<file path="config.mk">
export PLATFORM = sky130hd
export DESIGN_NAME = cond_flags_reader
export DESIGN_NICKNAME = d
export VERILOG_FILES = /design/src/rtl/cond_flags_reader.sv
export SDC_FILE = /design/constraint.sdc
export NUM_CORES = 1
export LEC_CHECK = 0
export CORE_MARGIN = 1
export CORE_UTILIZATION = 45
export DETAILED_ROUTE_END_ITERATION = 6
export MAX_ROUTING_LAYER = met4
export PLACE_DENSITY = 0.86
export SYNTH_ARGS = -nofsm -noshare
export SYNTH_HDL_FRONTEND = slang
export SYNTH_SLANG_ARGS = --single-unit
</file>
<file path="constraint.sdc">
create_clock -name clk -period 4.2 [get_ports clk]
set_input_delay 0.84 -clock clk [delete_from_list [all_inputs] [get_ports clk]]
set_output_delay 0.84 -clock clk [all_outputs]
set_load 0.02 [all_outputs]
</file>
<file path="src/rtl/cond_flags_reader.sv">
// Evaluates the ARM condition field of each instruction against the NZCV flags
// and hands the execute/skip decision downstream, stalling while flags are written.
module cond_flags_reader #(
  parameter int unsigned DATA_W = 32,
  parameter int unsigned TAG_W  = 8,
  parameter int unsigned CNT_W  = 16
) (
  input  logic              clk,
  input  logic              reset,
  input  logic [DATA_W-1:0] flags_do,
  input  logic              flags_wr_en,
  input  logic              in_valid,
  output logic              in_ready,
  input  logic [3:0]        in_cond,
  input  logic [TAG_W-1:0]  in_tag,
  output logic              out_valid,
  input  logic              out_ready,
  output logic              out_execute,
  output logic [TAG_W-1:0]  out_tag,
  output logic [CNT_W-1:0]  exec_cnt,
  output logic [CNT_W-1:0]  skip_cnt
);

  typedef enum logic [1:0] {EMPTY, WAIT, FULL} state_t;

  state_t             state_q, state_d;
  logic               out_execute_q, out_execute_d;
  logic [TAG_W-1:0]   out_tag_q, out_tag_d;
  logic [3:0]         cond_q, cond_d;
  logic [TAG_W-1:0]   tag_q, tag_d;
  logic [CNT_W-1:0]   exec_cnt_q, exec_cnt_d;
  logic [CNT_W-1:0]   skip_cnt_q, skip_cnt_d;

  logic [3:0]         nzcv;
  logic               accept;
  logic               handoff;
  logic               in_ready_c;
  logic               flags_unused;

  assign nzcv         = flags_do[DATA_W-1 -: 4];
  assign flags_unused = ^flags_do[DATA_W-5:0];

  function automatic logic cond_pass(input logic [3:0] cond, input logic [3:0] f);
    logic n, z, c, v;
    logic r;
    n = f[3];
    z = f[2];
    c = f[1];
    v = f[0];
    case (cond)
      4'b0000: r = z;
      4'b0001: r = !z;
      4'b0010: r = c;
      4'b0011: r = !c;
      4'b0100: r = n;
      4'b0101: r = !n;
      4'b0110: r = v;
      4'b0111: r = !v;
      4'b1000: r = c && !z;
      4'b1001: r = !c || z;
      4'b1010: r = (n == v);
      4'b1011: r = (n != v);
      4'b1100: r = !z && (n == v);
      4'b1101: r = z || (n != v);
      4'b1110: r = 1'b1;
      default: r = 1'b0;
    endcase
    return r;
  endfunction

  always_comb begin
    state_d       = state_q;
    out_execute_d = out_execute_q;
    out_tag_d     = out_tag_q;
    cond_d        = cond_q;
    tag_d         = tag_q;
    exec_cnt_d    = exec_cnt_q;
    skip_cnt_d    = skip_cnt_q;

    in_ready_c = (state_q == EMPTY) || ((state_q == FULL) && out_ready);
    accept     = in_valid && in_ready_c;
    handoff    = (state_q == FULL) && out_ready;

    if (handoff) begin
      if (out_execute_q) begin
        if (exec_cnt_q != '1) exec_cnt_d = exec_cnt_q + CNT_W'(1);
      end else begin
        if (skip_cnt_q != '1) skip_cnt_d = skip_cnt_q + CNT_W'(1);
      end
    end

    // A pending instruction resolves only once the flags register has settled.
    if (state_q == WAIT) begin
      if (!flags_wr_en) begin
        out_execute_d = cond_pass(cond_q, nzcv);
        out_tag_d     = tag_q;
        state_d       = FULL;
      end
    end else if (accept) begin
      if (flags_wr_en) begin
        cond_d  = in_cond;
        tag_d   = in_tag;
        state_d = WAIT;
      end else begin
        out_execute_d = cond_pass(in_cond, nzcv);
        out_tag_d     = in_tag;
        state_d       = FULL;
      end
    end else if (handoff) begin
      state_d = EMPTY;
    end
  end

  always_ff @(posedge clk) begin
    if (reset) begin
      state_q       <= EMPTY;
      out_execute_q <= 1'b0;
      out_tag_q     <= '0;
      cond_q        <= '0;
      tag_q         <= '0;
      exec_cnt_q    <= '0;
      skip_cnt_q    <= '0;
    end else begin
      state_q       <= state_d;
      out_execute_q <= out_execute_d;
      out_tag_q     <= out_tag_d;
      cond_q        <= cond_d;
      tag_q         <= tag_d;
      exec_cnt_q    <= exec_cnt_d;
      skip_cnt_q    <= skip_cnt_d;
    end
  end

  assign in_ready    = in_ready_c;
  assign out_valid   = (state_q == FULL);
  assign out_execute = out_execute_q;
  assign out_tag     = out_tag_q;
  assign exec_cnt    = exec_cnt_q;
  assign skip_cnt    = skip_cnt_q;

endmodule

</file>
# After elaboration in Yosys (flattened, before gate mapping)
# Cells that the tools add are included.
# Widths: inputs -> output; s select.
# totals
ff_bits	55
inputBits	49
output_inout_bits	43
wordCells	83
# classes
addsub	2
n_eq_ne	36
n_mux	15
n_bitwise	2
reduce_logical	21
# ops
operator	n
$eq 4x4->1 const B	14
$add 16x1->16 const B	2
$eq 4x3->1 const B	8
$mux 8	4
$ne 16x16->1 const B	2
$pmux 1 s15	2
$eq 4x2->1 const B	4
$reduce_and 3->1	4
$mux 2	5
$eq 4x1->1 const B	2
$logic_not 4->1	2
$logic_and 1x1->1	4
$logic_not 1->1	4
$mux 1	4
$ne 2x2->1 const B	2
$logic_or 1x1->1	3
$reduce_bool 3->1	1
$eq 2x1->1 const B	1
$eq 2x2->1 const B	1
$logic_not 2->1	1
$not 1->1	2
$reduce_and 2->1	1
$reduce_bool 2->1	1
$eq 1x1->1	1
$ne 1x1->1	1

# Depth between registers and ports, before layout
# logic_depth
ltp_word	6
ltp_mapped	7
mapped_depth_nobuf	6

# Worst setup path before layout
# OpenSTA, ideal clock, no wires.
# synth_timing
path_type	input to register
start	input port out_ready
end	register cond_q[0]
setup_ns	0.128
arrival_ns	1.973
t_required_ns	4.072
setup_slack_ns	2.100
path_stages	6
path_buffers	1
path_cell_list	inv_1 > a21oi_1 > nand3_1 > buf_2 > mux2i_1 > nor2_1
# synth_via
elab_chain_len	4
# synth_rtl
item	line	source
start, declared	17	input logic out_ready,
$logic_and 1x1->1	80	in_ready_c = (state_q == EMPTY) || ((state_q == FULL) && out_ready);
$logic_or 1x1->1	80	
net in_ready	13	output logic in_ready,
$logic_and 1x1->1	81	accept = in_valid && in_ready_c;
$reduce_and 3->1 (no source line)	--	
end signal, assigned	127	cond_q <= cond_d;
end, declared	29	logic [3:0] cond_q, cond_d;
# The timed path passes the listed nets, and every way through them passes these cells.
# A chain may end at the register's enable or synchronous reset.

# Final worst setup path
# layout_timing
start	input port out_ready
end	output port in_ready
# layout_via
elab_chain_len	2
# layout_rtl
item	line
$logic_and 1x1->1	80
$logic_or 1x1->1	80
end, declared	13
# No other way between the ends.

==> out/metrics.cfg <==
[place]
gp_congestion=0.863
port_buffers=63
hpwlAfterDp_mm=4.70
dpl_cell_area_um2=3520
dp_slack_ps=1040

[sta]
fin_worst_hold_slack_ps=508
finalMaxSlewViolations=0
fmax_mhz=316
finalCritPeriodShare=0.753
setup_viol=0
setup_ws_ps=1040
tns_ps=0
tightest_slew_ps=789
period_needed_ps=3160
hold_viol=0
rsz0062_at_grt=no
max-slew-margin-rel=0.472
skew_ps=4.82

[yosys]
yosys_warnings=0
seq_area_frac_synth=0.386
syn_nets=369
synth_edf_count=0
synth_area_per_cell_um2=8.96
ys_top_cells_by_count=56 x nor2_1, 55 x dfxtp_1, 26 x mux2i_1
yosysTopAreaCell=dfxtp_1
synth_area_um2=2850
async_flop_share=0
ys_types=53
ys_ff_latch=55
yosys_most_used_dff=dfxtp_1
syn_inst=318
yosysTopAreaCellShare=0.386
yosysMostFrequentCell=nor2_1
netlist_top_cells_area=dfxtp_1 39%, mux2i_1 9.1%, nor2_1 7.4%, xnor2_1 4.9%, a211oi_1 4.2%

[grt]
grt_pass1_vias=2425
overflow=0
grt_pass1_wl_mm=10.6
grt_max_degree=31
grt_usage=0.207
antenna_found_initial=0

[power_and_ir_drop]
netSwitchingPower_mw=0.264
p_per_area_nw_per_um2=274
clkPwrFrac=0.299
p_comb_frac=0.141
swShare=0.267
power_frac_seq=0.559
ir_drop_uv=179
p_leak_nw=1.34
internal_power_mw=0.725

[worst_setup_path]
max_stage_delay_ps=650
startpoint=out_ready
crit_path_top_delay_cell=clkdlybuf4s50_1
timing.rr.end=exec_cnt[1]
crit_chain=clkdlybuf4s50_1 -> inv_1 -> a21oi_1 -> clkdlybuf4s50_1
end_kind=output port
path_class=input port to output port
crit_top_cell=clkdlybuf4s50_1
cp-endpoint=in_ready
worstPathRequired_ps=3360
arrival_ps=2320
reg2reg_depth=5
worstSetupStartpointType=input port
r2r-start=exec_cnt[9]
crit_fanout=5
regToRegSetupSlack_ps=2300

[detailed_routing]
ant_nets=0
wl_per_cell_um=14.0
viasPerCell=5.67
route.detailed.drc=0
drtPass1Iterations=4
vias=2552
drtIter0Drc=147
drt-total-wl_mm=6.28

[cells_and_area]
utilization=0.600
area_delta_synth_final_pct=26.8
fill_cells=546
design_area_um2=3610
nets=425
drive_above_1_share=0.0533
antennaDiodeCount=0

[clock_network]
post_cts_buffers=0
cts_root_buf=clkbuf_8
clk_path_buf_depth=2
cts_max_level=2
cts_tree=yes
cts_resized=0
clock_latency_ps=310
hold_buffers=0
cts_buffers=5
clk_pin_slew_ps=100
cts_sinks=55

[die]
die_h_um=81.6
coreArea_um2=6030
dieArea_um2=6650
ios=92
die_x_um=81.6
start_util=0.473
row_count=28

[outcome]
status=finished clean

[job]
drv_cap=0

[hold_path]
hold_path.class=register to register

==> state kept, by name (all words and copies together), names as in the netlist <==
register     count
exec_cnt        16
skip_cnt        16
out_tag          8
tag_q            8
cond_q           4
state_q          2
out_execute      1
==> worst min-delay path by stage <==
stage | cells past startpoint | to | startpoint | slack, ps
after floorplan | 2 | tag_q[0] | tag_q[0] | 460
after global placement | 2 | tag_q[3] | tag_q[3] | 470
after detailed placement | 2 | tag_q[5] | tag_q[5] | 490
after CTS | 2 | tag_q[5] | tag_q[5] | 520
after global routing | 2 | tag_q[1] | tag_q[1] | 540
final | 2 | out_tag[0] | out_tag[0] | 510
==> logic make-up after synthesis <==
family                   after synthesis  synth area share
AND/OR/NAND/NOR                      124             0.233
AO/OA/AOI/OAI                         63             0.169
flip-flops                            55             0.386
XOR/XNOR                              26            0.0799
multiplexers                          26            0.0913
buffers and inverters                 22            0.0316
adder cells (fa/ha/maj)                2           0.00878
==> per-layer routing <==
layer / vias up / GRT usage / part of all wire
met5: - / - / 0
met4: 0 / 0.0649 / 0.013
met3: 11 / 0.0344 / 0.044
met2: 63 / 0.366 / 0.50
met1: 1212 / 0.239 / 0.44
li1: 1266 / - / -
==> power groups by stage <==
stage               Clock [mW]  Combinational [mW]  Sequential (mW)
CTS                      0.306               0.140            0.553
detailed placement           0               0.140            0.565
global route             0.330               0.152            0.556
floorplan                    0              0.0747            0.570
global placement             0               0.136            0.564
finish                   0.296               0.140            0.553
==> final cells by class <==
class	instances	area, um2	share of cell area
Clock buffer	5	68.8	0.0190
Clock inverter	3	23.8	0.00658
Inverter	6	22.5	0.00623
Multi-Input combinational cell	241	1660	0.460
Sequential cell	55	1100	0.305
Tap cell	75	93.8	0.0260
Timing Repair Buffer	65	641	0.177
==> placed cells by master, fill, tap and decap left out, types with 3 or more instances in the layout <==
master,Yosys,final
o221ai_1,3,3
xnor2_1,16,16
a21oi_1,13,13
inv_1,6,6
clkbuf_8,0,5
o2111ai_1,4,4
nor2_1,56,56
nor4_1,3,3
nand3_1,11,11
clkdlybuf4s50_1,0,62
nor2b_1,6,6
a211oi_1,16,15
xor2_1,10,10
nand2_1,9,9
and3_1,6,6
o21ai_0,5,5
nand4_1,8,8
dfxtp_1,55,55
mux2i_1,26,26
nand2b_1,4,4
nor3_1,4,4
==> worst max-delay path: cells and delay by family <==
kind                   cells  cell delay [ps]
buffers and inverters      3             1250
AO/OA/AOI/OAI              1              230
==> per-stage QoR <==
step	total power, mW	std cells
finish	0.988	450
detailed placement	0.705	442
global placement	0.699	442
CTS	0.999	450
floorplan	0.644	318
global route	1.04	450
Note: power is estimated with default switching activity, not from simulation.
